$ cat config.mk
export PLATFORM = sky130hd
export DESIGN_NAME = period_meter
export DESIGN_NICKNAME = d
export VERILOG_FILES = /design/src/rtl/period_meter.sv
export SDC_FILE = /design/constraint.sdc
export NUM_CORES = 1
export LEC_CHECK = 0
export CAP_MARGIN = 20
export CORE_MARGIN = 4
export CORE_UTILIZATION = 25
export CTS_CLUSTER_DIAMETER = 100
export DETAILED_ROUTE_END_ITERATION = 8
export PLACE_DENSITY = 0.44
export SETUP_SLACK_MARGIN = 0.05
export SYNTH_ARGS = -nofsm -noshare
export SYNTH_HDL_FRONTEND = slang
export SYNTH_SLANG_ARGS = --single-unit
export TNS_END_PERCENT = 30
$ cat constraint.sdc
create_clock -name clk -period 4.13 [get_ports clk]
set_input_delay 1.0325 -clock clk [delete_from_list [all_inputs] [get_ports clk]]
set_output_delay 1.0325 -clock clk [all_outputs]
set_load 0.03 [all_outputs]
$ cat src/rtl/period_meter.sv
// Period / high-time / low-time / averaged-period meter for an asynchronous input,
// reporting results in units of CLK_TICK_COUNT clocks with timeout and saturation flags.
module period_meter #(
    parameter int CLK_TICK_COUNT = 50000,
    parameter int T_W            = 16,
    parameter int P_W            = 16,
    parameter int SYNC_STAGES    = 2
) (
    input  logic           clk,
    input  logic           reset,
    input  logic           start,
    input  logic           abort,
    input  logic           si,
    input  logic [1:0]     mode,
    input  logic [2:0]     navg,
    input  logic [P_W-1:0] tmo,
    output logic           ready,
    output logic           done_tick,
    output logic [P_W-1:0] prd,
    output logic           timeout,
    output logic           ovf
);

    localparam int A_W = P_W + 7;

    localparam logic [1:0] S_IDLE  = 2'd0;
    localparam logic [1:0] S_WAIT1 = 2'd1;
    localparam logic [1:0] S_COUNT = 2'd2;
    localparam logic [1:0] S_DONE  = 2'd3;

    localparam logic [T_W-1:0] T_LAST  = T_W'(CLK_TICK_COUNT - 1);
    localparam logic [A_W-1:0] PRD_MAX = A_W'({P_W{1'b1}});

    logic [SYNC_STAGES-1:0] sync_q;
    logic                   dly_q;

    logic [1:0]     state_q, state_d;
    logic [1:0]     mode_q, mode_d;
    logic [2:0]     navg_q, navg_d;
    logic [P_W-1:0] tmo_q, tmo_d;
    logic [T_W-1:0] t_q, t_d;
    logic [A_W-1:0] p_q, p_d;
    logic [6:0]     e_q, e_d;
    logic [P_W-1:0] prd_q, prd_d;
    logic           timeout_q, timeout_d;
    logic           ovf_q, ovf_d;

    logic           s_w, rise_w, fall_w;
    logic           open_w, close_w, last_close_w;
    logic           wrap_w, tmo_hit_w, sat_w;
    logic [T_W-1:0] t_inc_w;
    logic [A_W-1:0] p_inc_w, r_w;
    logic [7:0]     e_plus_w;

    always_ff @(posedge clk or negedge reset) begin
        if (!reset) begin
            sync_q <= '0;
            dly_q  <= 1'b0;
        end else begin
            sync_q <= {sync_q[SYNC_STAGES-2:0], si};
            dly_q  <= sync_q[SYNC_STAGES-1];
        end
    end

    assign s_w    = sync_q[SYNC_STAGES-1];
    assign rise_w = ~dly_q & s_w;
    assign fall_w = dly_q & ~s_w;

    assign open_w  = (mode_q == 2'b10) ? fall_w : rise_w;
    assign close_w = (mode_q == 2'b01) ? fall_w : rise_w;

    assign wrap_w  = (t_q == T_LAST);
    assign t_inc_w = wrap_w ? '0 : t_q + 1'b1;
    assign p_inc_w = (p_q == '1) ? p_q : p_q + 1'b1;

    // navg_q is forced to 0 outside averaging mode, so the first closing edge ends those modes.
    assign e_plus_w     = {1'b0, e_q} + 8'd1;
    assign last_close_w = close_w && (e_plus_w == (8'd1 << navg_q));

    assign tmo_hit_w = (tmo_q != '0) && wrap_w && (p_inc_w == A_W'(tmo_q));

    assign r_w   = p_q >> navg_q;
    assign sat_w = (p_q == '1) || (r_w > PRD_MAX);

    always_comb begin
        state_d   = state_q;
        mode_d    = mode_q;
        navg_d    = navg_q;
        tmo_d     = tmo_q;
        t_d       = t_q;
        p_d       = p_q;
        e_d       = e_q;
        prd_d     = prd_q;
        timeout_d = timeout_q;
        ovf_d     = ovf_q;

        if (abort) begin
            state_d = S_IDLE;
        end else begin
            case (state_q)
                S_IDLE: begin
                    if (start) begin
                        mode_d  = mode;
                        navg_d  = (mode == 2'b11) ? navg : 3'd0;
                        tmo_d   = tmo;
                        t_d     = '0;
                        p_d     = '0;
                        e_d     = '0;
                        state_d = S_WAIT1;
                    end
                end
                S_WAIT1: begin
                    if (open_w) begin
                        t_d     = '0;
                        p_d     = '0;
                        e_d     = '0;
                        state_d = S_COUNT;
                    end else if (tmo_hit_w) begin
                        prd_d     = '0;
                        ovf_d     = 1'b0;
                        timeout_d = 1'b1;
                        state_d   = S_DONE;
                    end else begin
                        t_d = t_inc_w;
                        if (wrap_w) p_d = p_inc_w;
                    end
                end
                S_COUNT: begin
                    // The ending edge wins over a coincident wrap: that last increment is dropped.
                    if (last_close_w) begin
                        prd_d     = sat_w ? '1 : r_w[P_W-1:0];
                        ovf_d     = sat_w;
                        timeout_d = 1'b0;
                        state_d   = S_DONE;
                    end else if (tmo_hit_w) begin
                        prd_d     = '0;
                        ovf_d     = 1'b0;
                        timeout_d = 1'b1;
                        state_d   = S_DONE;
                    end else begin
                        t_d = t_inc_w;
                        if (wrap_w) p_d = p_inc_w;
                        if (close_w) e_d = e_q + 7'd1;
                    end
                end
                default: state_d = S_IDLE;
            endcase
        end
    end

    always_ff @(posedge clk or negedge reset) begin
        if (!reset) begin
            state_q   <= S_IDLE;
            mode_q    <= '0;
            navg_q    <= '0;
            tmo_q     <= '0;
            t_q       <= '0;
            p_q       <= '0;
            e_q       <= '0;
            prd_q     <= '0;
            timeout_q <= 1'b0;
            ovf_q     <= 1'b0;
        end else begin
            state_q   <= state_d;
            mode_q    <= mode_d;
            navg_q    <= navg_d;
            tmo_q     <= tmo_d;
            t_q       <= t_d;
            p_q       <= p_d;
            e_q       <= e_d;
            prd_q     <= prd_d;
            timeout_q <= timeout_d;
            ovf_q     <= ovf_d;
        end
    end

    assign ready     = (state_q == S_IDLE);
    assign done_tick = (state_q == S_DONE);
    assign prd       = prd_q;
    assign timeout   = timeout_q;
    assign ovf       = ovf_q;

endmodule

# Yosys cells after proc, flatten, opt, wreduce, memory -nomap -nowiden
# Cells that the tools add are included.
[totals] ff_bits=90 latchBits=0 mem_bits_rw=0 rom_bits=0 in_bits=26 out_inout_bits=20 elab_cells=94 memories=0
[classes] n_addsub=4 mul=0 n_div=0 n_lt_le_gt_ge=1 n_eq_ne=17 shifts=2 n_mux=41 bitwise_logic=5 n_reduce_logical=12
[ops] operator="two-way mux 16 bit" n=9
[ops] operator="two-way mux 23 bit" n=6
[ops] operator="case mux 23 bit (3 select lines)" n=1
[ops] operator="case mux 16 bit (3 select lines)" n=1
[ops] operator="two-way mux 7 bit" n=5
[ops] operator="case mux 16 bit (2 select lines)" n=1
[ops] operator="adder 23 x 1 -> 23 bit (second input constant)" n=1
[ops] operator="== test 23 x 16 -> 1 bit" n=1
[ops] operator="== test 23 bit (second input constant)" n=1
[ops] operator="greater-than comparator 23 x 16 -> 1 bit (second input constant)" n=1
[ops] operator="right shift 23 x 3 -> 23 bit" n=1
[ops] operator="case mux 7 bit (3 select lines)" n=1
[ops] operator="adder 16 x 1 -> 16 bit (second input constant)" n=1
[ops] operator="== test 16 bit (second input constant)" n=1
[ops] operator="nonzero test 16 bit" n=1
[ops] operator="!= test 2 bit (second input constant)" n=6
[ops] operator="two-way mux 2 bit" n=5
[ops] operator="adder 7 x 1 -> 8 bit (second input constant)" n=1
[ops] operator="== test 2 bit (second input constant)" n=4
[ops] operator="== test 8 bit" n=1
[ops] operator="two-way mux 1 bit" n=8
[ops] operator="<< shifter 1 x 3 -> 8 bit (first input constant)" n=1
[ops] operator="adder 7 x 1 -> 7 bit (second input constant)" n=1
[ops] operator="AND reduction 7 bit" n=1
[ops] operator="other kinds (14)" n=22

# Longest topological paths before layout
# Gate-level depths: netlist of the first run.
[logic_depth] ltp_word=8 mapped_depth=14 ltp_nobuf=10

# Worst setup path before layout of the first run
# No wires, ideal clock.
[synth_path] kind="reg-to-reg" startpoint="register p_q[0]" endpoint="register p_q[5]" setup_time_ns=0.119 t_arrival_ns=3.116 required_ns=4.011 setup_slack_ns=0.895 path_stages_with_launch=14 path_buffers=3 synth_period_minus_slack_ns=3.235 cell_sequence="dfrtp_1 ha_1 nand3_1 or4_1 buf_2 o32ai_2 a222oi_1 nor3_2 o2111ai_2 o31ai_4 buf_6 buf_6 nor3_1 o21a_1"
[synth_via] elab_chain_cells=7 word_cells_on_any_way=10 classes_between="add/sub: 1; eq/ne: 2; mux: 6; reduce/logical: 1"
[synth_rtl] item="start, declared" line_no="42" text="logic [A_W-1:0] p_q, p_d;"
[synth_rtl] item="start signal, assigned" line_no="169" text="p_q <= p_d;"
[synth_rtl] item="adder 23 x 1 -> 23 bit or == test 23 bit (tied branches)" line_no="74" text="assign p_inc_w = (p_q == '1) ? p_q : p_q + 1'b1;"
[synth_rtl] item="two-way mux 23 bit (*)" line_no="74"
[synth_rtl] item="== test 23 x 16 -> 1 bit" line_no="80" text="assign tmo_hit_w = (tmo_q != '0) && wrap_w && (p_inc_w == A_W'(tmo_q));"
[synth_rtl] item="logical AND 1 bit" line_no="80"
[synth_rtl] item="two-way mux 23 bit (*)" line_no="135" text="end else if (tmo_hit_w) begin"
[synth_rtl] item="two-way mux 23 bit, on equally long branches" line_no="130, 113"
[synth_rtl] item="case mux 23 bit (3 select lines) (*)" line_no="100" text="case (state_q)"
# Mark *: on every way between the ends. The rest lies on a longest branch, timed or not. The select of a mux whose other input is x is not followed.
# A chain may end at the register's enable or synchronous reset.

# Worst setup path after layout of the first run
[layout_path] startpoint="register p_q[5]" endpoint="register e_q[5]"
[layout_via] elab_chain_cells=6 word_cells_on_any_way=7 classes_between="add/sub: 1; eq/ne: 3; mux: 1; reduce/logical: 2"
[layout_rtl] item="adder 23 x 1 -> 23 bit or == test 23 bit (tied branches)" line_no="74"
[layout_rtl] item="two-way mux 23 bit (*)" line_no="74"
[layout_rtl] item="== test 23 x 16 -> 1 bit (*)" line_no="80"
[layout_rtl] item="logical AND 1 bit (*)" line_no="80"
[layout_rtl] item="!= test 2 bit (no source line) (*)"
[layout_rtl] item="AND reduction 7 bit (no source line) (*)"
[layout_rtl] item="end signal, assigned" line_no="159" text="e_q <= '0;"
[layout_rtl] item="end signal, assigned" line_no="170" text="e_q <= e_d;"
[layout_rtl] item="end, declared" line_no="43" text="logic [6:0] e_q, e_d;"
# Mark *: on every way between the ends. The rest lies on a longest branch, timed or not.

==> results.md, run 1 <==
- Final Net Count: 826
- Commonest non-fill, non-tap cell in the layout: dfrtp_1
- Initial antenna violation count: 0
- Clk slew on worst S/H paths: ~0.070 ns
- Final core utilization: 0.300
- Worst Setup EP: e_q[5]
- Area Growth Syn to Fin: 18.3%
- FF-to-FF Start: p_q[5]
- Synth Flop Type: dfrtp_1
- Total grt overflow: 0
- Pre-Repair DR Iteration Count: 8
- Final TNS setup: 0 ns
- Max Transition Viols Final: 0
- Commonest cells after routing, fill and taps aside: 90 x dfrtp_1, 75 x nand2_1, 45 x nand3_1, 45 x nor2_1, 44 x clkdlybuf4s50_1
- Clk_lat worst skew: around 0.36 ns
- CTS buffer count: 9
- Psw: ~1.2 mW
- Synth top area cells: dfrtp_1 34%, nand2_1 4.3%, mux2_2 3.8%
- Leak: about 2.9 nW
- Ant diodes: 0
- Die height: 170 um
- Cells after DPL: 1116
- Core area: ~26000 um^2
- Root buffer cell: clkbuf_16
- Post-synth ARST share: 1.00
- Layout Cells excl Fill: roughly 1100
- Critical Path RT: 4.41 ns
- Total GRT Usage: 0.153
- Share of cells above drive strength 1: 0.129
- Fmax: between 200 and 300 MHz
- Post-CTS setup buffer count: 0
- Crit path DAT: about 4.2 ns
- First-pass GRT wire length: 34900 um
- Post-Layout Inst Area: just under 8000 um^2
- Actual slew at the worst max-slew pin: 0.798 ns
- Sw Ratio: 0.372
- Initial core utilization: 0.253
- IO buf count: 45
- Worst Path Class, Setup: reg -> reg
- Post-synth top area share: 0.342
- Clock power share: 0.289
- Placer Congestion: about 0.95
- Mapped Cells: 759
- Maximum fanout along the worst path: 11
- Cell accounting for the most synthesized area: dfrtp_1
- Hold WS: around 0.35 ns
- Distinct cell type count after synthesis: between 80 and 90
- Total clock sinks: 90
- Placement Rows: 59
- Peak supply drop: about 220 uV
- Setup violators final: 0
- Via count: 6062
- Internal power: ~1.9 mW
- CTS HTree Levels: 3
- Die area: 29000 um^2
- Clk_skew: just over 0.007 ns
- Antenna-violating nets left: 0
- Syn Area/Cell: between 8 and 9 um^2
- DR DRC count: 0
- CP Launch Point: p_q[5]
- RSZ-0062 raised after global routing: false
- Maximum clock insertion buffer count: 2
- Sequential fraction of the synthesis area: 0.342
- Syn nets: ~790
- Dpl cell area: around 7500 um^2
- Vias in the first global route: 5927
- Vias per inst: about 5.4
- CP Capture Type: flop
- Worst r2r path cells: 10
- Yosys reg bits: 90
- Startpoint Class: flop
- Tmin final: between 3 and 4 ns
- Final worst-path cycle share: 0.954
- Critical R2R Capture: e_q[5]
- Footprint of the multi-input gates: slightly below 4000 um^2
- Type of the most critical hold path: reg -> reg
- FF/Latch Area: 2250 um^2
- Initial drt markers: 434
- HPWL Detailed: roughly 16000 um
- Reg power frac: 0.378
- Max cap viols: 0
- Post-Syn Area: 6590 um^2
- # fillers: 2732
- Wire per inst: 19.4 um
- Total Routed Length: roughly 22000 um
- Reg2reg setup slack: about 0.19 ns
- Gate power share: 0.333
- Slew HR: 0.468
- EDFF count, synth: 0
- Yosys Warn Count: 0
- Status: completed
- Largest net degree at the start of global routing: 56
- Power per Cell Area: approximately 400 nW/um^2
- Ports: 46
- Die width: roughly 170 um
- Final hold vios: 0
- TritonCTS clock tree: yes
## power groups by stage
stage / registers [mW] / logic [mW] / clock network [mW]
final: 1.17 / 1.03 / 0.896
after global routing: 1.19 / 1.12 / 0.953
after CTS: 1.17 / 1.03 / 0.925
after detailed placement: 1.19 / 1.03 / 0
after global placement: 1.19 / 1.03 / 0
after floorplan: 1.14 / 0.704 / 0
## layout make-up
type	count	share of cell area
clock buffer	13	0.0334
timing repair buffer	84	0.0967
clock inverter	3	0.00594
multi-input combinational	585	0.510
sequential	90	0.289
tap	335	0.0538
inverter	22	0.0106
## cells in the mapped netlist, types with 15 or more instances
cell	number
xnor2_1	21
mux2i_1	19
buf_2	15
nand3_1	45
o21a_1	17
a21oi_1	36
nand4_1	19
clkbuf_1	38
nand2_1	75
nor2_1	45
o21ai_0	40
mux2_2	22
dfrtp_1	90
inv_1	22
## sequential cells by signal (all words and copies together) (netlist names), 2 cells and up
signal / flops
state_q: 2
mode_q: 2
p_q: 23
tmo_q: 16
prd: 16
e_q: 7
sync_q: 2
t_q: 16
navg_q: 3
## layer usage
layer / GRT usage / share of wire / up-vias
li1: - / - / 2885
met2: 0.248 / 0.47 / 164
met3: 0.0265 / 0.048 / 21
met1: 0.209 / 0.46 / 2992
met5: 0 / 0 / -
met4: 0.0424 / 0.016 / 0
## critical path, cell delays in order, from the launching register on
cell	delay (ns)
dfrtp_1	0.67
and4_1	0.45
nand3_1	0.26
a2111oi_1	0.78
xnor2_1	0.24
a21bo_2	0.25
nor4bb_1	0.46
a21oi_1	0.22
buf_4	0.22
and2_1	0.16
o211ai_1	0.14
## kinds of logic after synthesis
kind of cell               count (synthesis)  synth area share
buffers and inverters                     84            0.0545
xor gates and xnor gates                  33            0.0439
adders and majority gates                  8            0.0152
muxes                                     47            0.0870
AOI/OAI and AO/OA                        198             0.209
DFF                                       90             0.342
and+or+nand+nor                          299             0.248
## stage by stage
step           power [mW]  setup WS, ns
4_1_cts              3.13         0.271
3_5_place_dp         2.22         0.304
2_1_floorplan        1.84         0.895
6_report             3.10         0.191
3_3_place_gp         2.22         0.175
5_1_grt              3.26        0.0777
## worst min-delay path by stage
stage / cells after the start / slack, ns / startpoint / endpoint
6_report: 0 / 0.35 / sync_q[0] / sync_q[1]
5_1_grt: 0 / 0.39 / sync_q[0] / sync_q[1]
3_3_place_gp: 0 / 0.34 / sync_q[0] / sync_q[1]
2_1_floorplan: 0 / 0.33 / sync_q[0] / sync_q[1]
4_1_cts: 0 / 0.36 / sync_q[0] / sync_q[1]
3_5_place_dp: 0 / 0.35 / sync_q[0] / sync_q[1]
## what timing repair did
action	4_1_cts	5_1_grt
hold buffers	0	0
gates resized for setup	0	1
endpoints found under the setup margin	0	7
Note: power is estimated with default switching activity, not from simulation.
==> inputs of run 2 (changes only) <==
Settings changed: ABC_CLOCK_PERIOD_IN_PS from default to 4130, CORE_MARGIN 4 to default.
==> results.md, run 2 (synthesis gave the netlist of run 1 again) <==
- Status: completed
- Reg2reg setup slack: around 0.20 ns
- CTS HTree Levels: 3
- Startpoint Class: flop
- Via count: slightly above 6000
- Final worst-path cycle share: 0.952
- Critical Path RT: about 4.3 ns
- Total Routed Length: around 22000 um
- Commonest non-fill, non-tap cell in the layout: dfrtp_1
- Wire per inst: around 19 um
- Power per Cell Area: around 410 nW/um^2
- First-pass GRT wire length: 35300 um
- WHS Endpoint: sync_q[1]
- IO buf count: 45
- Leak: between 2 and 3 nW
- Vias per inst: approximately 5.4
- Ports: 46
- Pre-Repair DR Iteration Count: 8
- Ant diodes: 0
- Sw Ratio: 0.360
- Die width: between 150 and 200 um
- Initial core utilization: 0.253
- Final TNS setup: 0 ns
- Tmin final: approximately 3.9 ns
- RSZ-0062 raised after global routing: false
- Crit path DAT: 4.14 ns
- Vias in the first global route: between 5000 and 6000
- Max cap viols: 0
- Die area: approximately 27000 um^2
- Max Transition Viols Final: 0
- Final Net Count: 830
- Clock power share: 0.312
- Clk slew on worst S/H paths: roughly 0.070 ns
- Maximum fanout along the worst path: 8
- Hold_buf cts: 0
- Commonest cells after routing, fill and taps aside: 90 x dfrtp_1, 75 x nand2_1, 45 x nand3_1, 45 x nor2_1, 44 x clkdlybuf4s50_1
- Hold path cells: 0
- Share of cells above drive strength 1: 0.136
- Most flops, register: p_q
- FF-to-FF Start: p_q[0]
- Hold_sp: sync_q[0]
- Antenna-violating nets left: 0
- Die height: 164 um
- Root buffer cell: clkbuf_16
- Maximum clock insertion buffer count: 2
- Setup violators final: 0
- Type of the most critical hold path: reg -> reg
- Met1 Wirelength: a little over 10000 um
- Flip-flop count of the largest register after layout: 23
- Top Metal Used: met4
- Post-Layout Inst Area: 7880 um^2
- Fmax: around 250 MHz
- Worst Path Class, Setup: reg -> reg
- Placer Congestion: around 0.93
- Post-CTS setup buffer count: 0
- Gate power share: 0.320
- TritonCTS clock tree: yes
- CTS buffer count: 9
- Initial drt markers: around 420
- Worst r2r path cells: 10
- Initial antenna violation count: 0
- Peak supply drop: 207 uV
- CP Capture Type: flop
- Largest net degree at the start of global routing: roughly 60
- Final hold vios: 0
- DR DRC count: 0
- Reg power frac: 0.368
- Slew HR: 0.427
- Clk_skew: between 0.01 and 0.015 ns
- Critical R2R Capture: p_q[1]
- Internal power: a little over 2 mW
- HPWL Detailed: approximately 16000 um
- CTS resizes: 0
- Total grt overflow: 0
- Core area: between 20000 and 30000 um^2
- Met2 wire length: approximately 10000 um
- Psw: 1.15 mW
- Total clock sinks: 90
- Actual slew at the worst max-slew pin: 0.859 ns
- Dpl cell area: approximately 7500 um^2
- Clk_lat worst skew: about 0.36 ns
- Hold WS: around 0.34 ns
- Wire length on met3: around 840 um
- Placement Rows: 59
- Area Growth Syn to Fin: 19.6%
- Total GRT Usage: 0.171
[run 2: cell count changes in the layout (fill, tap and decap cells not counted), sizes merged]
cell / change
buf: +4
clkbuf: -3
bufinv: +2
clkinv: +1
[run 2: cell type report]
class                   instances  area (um^2)
clock buffers                  10          239
clock inverters                 6          111
fillers                      2763        18100
inverters                      22         82.6
multi-input cells             585         3990
flip-flops and latches         90         2250
well taps                     335          419
repair buffers                 88          783
[run 2: power groups by stage]
stage          clock (mW)  sequential, mW  combinational [mW]
6_report            0.997            1.18                1.02
3_3_place_gp            0            1.20                1.03
4_1_cts              1.02            1.18                1.02
2_1_floorplan           0            1.14               0.704
5_1_grt              1.06            1.20                1.13
3_5_place_dp            0            1.20                1.02
[run 2: worst max-delay path, stage by stage (launching register included)]
cell and delay, ns:
dfrtp_1 0.47, ha_1 0.32, nand3_1 0.26, or4_1 0.74
o211ai_1 0.23, a22oi_1 0.11, o22a_1 0.26, nor4bb_1 0.56
nand2_1 0.36, nand4_1 0.33, o21ai_0 0.16
[run 2: layer usage]
metal,track usage,vias to the layer above
met2,0.273,154
li1,-,2895
met3,0.0260,38
met4,0.0673,0
met5,0,-
met1,0.230,3015
[run 2: stage by stage]
step                      instances   util  power, mW  setup WS (ns)
final                          1136  0.303       3.20          0.196
after global routing           1136  0.303       3.38         0.0601
after CTS                      1136  0.303       3.22          0.264
after detailed placement       1120  0.289       2.22          0.302
after global placement         1120  0.289       2.23          0.124
after floorplan                 759      -       1.84          0.895
[run 2: worst max-delay path by stage]
stage | start | to | slack (ns) | cells after the start
after floorplan | p_q[0] | p_q[5] | 0.90 | 13
after global placement | p_q[0] | p_q[1] | 0.12 | 11
after detailed placement | p_q[0] | p_q[1] | 0.30 | 11
after CTS | p_q[0] | p_q[1] | 0.26 | 11
after global routing | p_q[0] | p_q[1] | 0.06 | 11
final | p_q[0] | p_q[1] | 0.20 | 10
